$ cat config.mk
export PLATFORM = sky130hd
export DESIGN_NAME = cache_arbiter
export DESIGN_NICKNAME = d
export VERILOG_FILES = /design/src/rtl/cache_arbiter.sv
export SDC_FILE = /design/constraint.sdc
export NUM_CORES = 1
export LEC_CHECK = 0
export CAP_MARGIN = 20
export CORE_AREA = 4 4 537 539
export CTS_CLUSTER_DIAMETER = 150
export DETAILED_ROUTE_END_ITERATION = 10
export DIE_AREA = 0 0 541 543
export GPL_ROUTABILITY_DRIVEN = 0
export GPL_TIMING_DRIVEN = 1
export MAX_ROUTING_LAYER = met4
export PLACE_DENSITY = 0.3
export SLEW_MARGIN = 15
export SYNTH_ARGS = -nofsm -noshare
export SYNTH_HDL_FRONTEND = slang
export SYNTH_SLANG_ARGS = --single-unit
$ cat constraint.sdc
create_clock -name clk -period 12.2 [get_ports clk]
set_input_delay 3.66 -clock clk [delete_from_list [all_inputs] [get_ports clk]]
set_output_delay 3.66 -clock clk [all_outputs]
set_load 0.02 [all_outputs]
$ cat src/rtl/cache_arbiter.sv
// cache_arbiter: shares one memory line port between I-cache and D-cache (D priority); CACHE_ARB_PERF_EN adds perf counters
module cache_arbiter #(
  parameter int ADDR_W = 32,
  parameter int LINE_W = 256
) (
  input  logic              clk,
  input  logic              rst,
  input  logic              i_read,
  input  logic [ADDR_W-1:0] i_address,
  output logic [LINE_W-1:0] i_rdata,
  output logic              i_resp,
  input  logic              d_read,
  input  logic              d_write,
  input  logic [ADDR_W-1:0] d_address,
  input  logic [LINE_W-1:0] d_wdata,
  output logic [LINE_W-1:0] d_rdata,
  output logic              d_resp,
  output logic              mem_read,
  output logic              mem_write,
  output logic [ADDR_W-1:0] mem_address,
  output logic [LINE_W-1:0] mem_wdata,
  input  logic [LINE_W-1:0] mem_rdata,
  input  logic              mem_resp
`ifdef CACHE_ARB_PERF_EN
  ,
  output logic [31:0]       perf_i_grants,
  output logic [31:0]       perf_d_grants,
  output logic [31:0]       perf_conflicts
`endif
);
  typedef enum logic [1:0] {IDLE, SERVE_I, SERVE_D, DONE} state_t;
  state_t state_q, state_d;
  logic [ADDR_W-1:0] addr_q, addr_d;
  logic [LINE_W-1:0] wdata_q, wdata_d;
  logic op_q, op_d;
  logic d_req, idle, serving;
  assign d_req = d_read | d_write;
  assign idle = state_q == IDLE;
  assign serving = state_q == SERVE_I || state_q == SERVE_D;
  // state register
  always_ff @(posedge clk or posedge rst)
    if (rst) state_q <= IDLE;
    else state_q <= state_d;
  // next state: D wins in IDLE, serve until mem_resp, one DONE turnaround
  always_comb begin
    state_d = state_q;
    case (state_q)
      IDLE:             state_d = d_req ? SERVE_D : i_read ? SERVE_I : IDLE;
      SERVE_I, SERVE_D: state_d = mem_resp ? DONE : state_q;
      default:          state_d = IDLE;
    endcase
  end
  // capture request on the grant so memory sees stable operands
  always_comb begin
    addr_d  = idle ? (d_req ? d_address : i_read ? i_address : addr_q) : addr_q;
    wdata_d = idle && d_req ? d_wdata : wdata_q;
    op_d    = idle ? (d_req ? d_write : i_read ? 1'b0 : op_q) : op_q;
  end
  // capture registers
  always_ff @(posedge clk or posedge rst)
    if (rst) begin
      addr_q  <= '0;
      wdata_q <= '0;
      op_q    <= 1'b0;
    end else begin
      addr_q  <= addr_d;
      wdata_q <= wdata_d;
      op_q    <= op_d;
    end
  // outputs decoded from state and captured op only
  always_comb begin
    mem_read    = serving & ~op_q;
    mem_write   = serving & op_q;
    mem_address = addr_q;
    mem_wdata   = wdata_q;
    i_resp      = state_q == SERVE_I && mem_resp;
    d_resp      = state_q == SERVE_D && mem_resp;
    i_rdata     = mem_rdata;
    d_rdata     = mem_rdata;
  end
`ifdef CACHE_ARB_PERF_EN
  // grant and conflict counters, wrapping
  always_ff @(posedge clk or posedge rst)
    if (rst) begin
      perf_i_grants  <= '0;
      perf_d_grants  <= '0;
      perf_conflicts <= '0;
    end else begin
      if (idle && !d_req && i_read) perf_i_grants <= perf_i_grants + 32'd1;
      if (idle && d_req) perf_d_grants <= perf_d_grants + 32'd1;
      if (idle && d_req && i_read) perf_conflicts <= perf_conflicts + 32'd1;
    end
`endif
endmodule

==> impl_metrics.toml <==
[global_route]
use_met1_pct = 7.62
grt_pass1_wl_um = 146000
busiest_layer = "met2"
grt_pass1_vias = 10586
grt_overflow_total = 0
use_met2_pct = 11.5
antenna_found_initial = 93
track_usage_pct = 8.31
met3_usage_pct = 8.04
grt_max_degree = 90

[clocking]
clk_latency_ns = 0.68
postCtsResizedCells = 0
root_buffer = "clkbuf_16"
cts_tree = "yes"
htreeDepth = 2
cts.hold.buffers_added = 0
clk_path_buf_depth = 3
path_clk_slew_ns = 0.05
cts_setup_buffers = 0
cts.sinks = 291
cts_buffers = 50

[synth]
avgSynthCellArea_um2 = 12.4
synth-seq-area-share_pct = 48.1
synth_nets = 1805
syn-instance-count = 1219
syn_area_mm2 = 0.0151
ys_warn_count = 0
synth_cell_types = 19
ys_ff_latch = 291

[sta]
hold_viol_final = 0
tightest_slew_ns = 0.953
clock_skew_ns = 0.0218
setup_violations = 0
worst_slack_ns = 3.19
fmax_mhz = 111
period_share_pct = 73.8
period_needed_ns = 9.01
setup-tns-final_ns = 0
relSlewSlack_pct = 36.5
timing.final.max_slew_violations = 0
rsz0062_at_grt = "false"

[route]
vias = 9600
finalWirelength_um = 123000
wire_per_inst_um = 23.9
drtAntennaViolNets = 0
viasPerCell = 1.86
drc = 0
dr.pass1.iters = 4
first_iter_violations = 204

[worst_setup_path]
crit_path_frequent_cell = "clkdlybuf4s50_1"
ff2ff_path_depth = 6
crit_buf_inv = 2
crit_cells = 3
crit_family = "buffers and inverters"
r2r_start = "state_q[0]$_DFFE_PP0P_"
crit_required_ns = 8.54
start_kind = "input pin"
critical_path_arrival_ns = 5.35
crit_type = "input pin to output pin"
worstSetupEndpointType = "output pin"
path_cells = "clkdlybuf4s50_1 -> and2_1 -> clkdlybuf4s50_1"
startpoint = "mem_resp"
crit_fanout = 7
cpMaxStageDelayCell = "clkdlybuf4s50_1"
worst_path_largest_cell_delay_ns = 0.81

[placement]
place_inst = 5059
dpl.hpwl_um = 106000
numPortBuffers = 617
place_ws_ns = 3.04

[die]
rows = 196
core_area_mm2 = 0.284
die-area_mm2 = 0.294
initial_core_util_pct = 5.33
dieWidth_um = 541
fp.dieH_um = 543
design.portCount = 1386

[finish]
regArea_mm2 = 0.00728
drive_gt1_share_pct = 25.3
final_common_cell = "clkdlybuf4s50_1"
multi_input_area_mm2 = 0.00367
layout.nets = 1935
fin_cells = 5161
n_fill_cell = 32893
syn_to_final_growth_pct = 55.7
layout_common_cells = "clkdlybuf4s50_1 (617), dfrtp_1 (291), mux2_2 (256)"

[outcome]
outcome = "completed"

[pwr]
peakVddDrop_mv = 0.100
total_power_w = 0.00668
p_leak_nw = 8.04
p_per_area_mw_per_mm2 = 283

[hold_path]
holdPathStages = 2
holdCritStartpoint = "mem_address[1]$_DFFE_PP0P_"
hold_class = "flop to flop"

[flow_run]
drv.max_cap_violation_count = 0
path summary, 6_finish.rpt:
path | slack, ns | endpoint
worst max-delay path | 3.19 | d_resp
worst min-delay path | 0.48 | mem_address[1]$_DFFE_PP0P_
worst max register to register | 9.27 | mem_wdata[10]$_DFFE_PP0P_
worst min register to register | 0.48 | mem_address[1]$_DFFE_PP0P_
max in group asynchronous | 6.90 | mem_wdata[169]$_DFFE_PP0P_
min in group asynchronous | 3.48 | mem_address[22]$_DFFE_PP0P_
report_power, final:
part           internal (W)  switching (W)
logic               0.00143        0.00209
clock network      0.000824       0.000606
registers           0.00147       0.000262
cells in the mapped netlist:
cell / count / share of area, %
and2_1: 3 / 0.12
o31ai_1: 2 / 0.099
nor2_1: 1 / 0.025
nor2_2: 1 / 0.041
buf_4: 518 / 26
nor2b_1: 4 / 0.17
o21ai_2: 1 / 0.058
ha_1: 4 / 0.33
clkbuf_1: 1 / 0.025
nand4_1: 1 / 0.041
mux2_2: 256 / 19
dfrtp_1: 291 / 48
mux2i_1: 32 / 2.1
o21ai_0: 34 / 1.1
buf_6: 23 / 1.7
buf_2: 7 / 0.23
clkbuf_2: 1 / 0.033
inv_1: 3 / 0.074
nand2_1: 36 / 0.89
layout make-up:
type,count,area share [%]
Clock inverter,20,0.717
Multi-Input combinational cell,375,15.6
Inverter,3,0.0797
Clock buffer,67,5.96
Antenna cell,15,0.159
Timing Repair Buffer,628,26.6
Tap cell,3762,20.0
Sequential cell,291,30.9
layer usage:
layer / wire (um) / vias up
met5: 0 / -
met4: 6740 / 0
met3: 27400 / 468
met2: 48900 / 955
met1: 40100 / 4383
li1: - / 3794
metrics by stage:
step | instance area (um^2) | hold WS, ns | utilization (%)
final | 23600 | 0.483 | 8.30
after global routing | 23500 | 0.501 | 8.29
after CTS | 23500 | 0.491 | 8.28
after detailed placement | 21900 | 0.475 | 7.73
after global placement | 21900 | 0.470 | 7.73
after floorplan | 15100 | 0.461 | -
flip-flops by register name, indices dropped and copies added, names as in the netlist:
| name | count |
|---|---|
| mem_address | 32 |
| mem_wdata | 256 |
| op_q | 1 |
| state_q | 2 |
logic make-up after synthesis:
| kind of cell | after synthesis | share of synthesized area (%) |
|---|---|---|
| compound gates | 37 | 1.28 |
| fa+ha+maj | 4 | 0.331 |
| buf+inv | 553 | 27.8 |
| flops | 291 | 48.1 |
| mux | 288 | 21.2 |
| simple gates | 46 | 1.29 |
tightest hold or removal path, delay by kind of cell (launching register included):
kind | cells | cell delay, ns
AOI/OAI and AO/OA | 1 | 0.06
and+or+nand+nor | 1 | 0.05
DFF | 1 | 0.35
No activity file was read; power rests on OpenSTA's default activity.
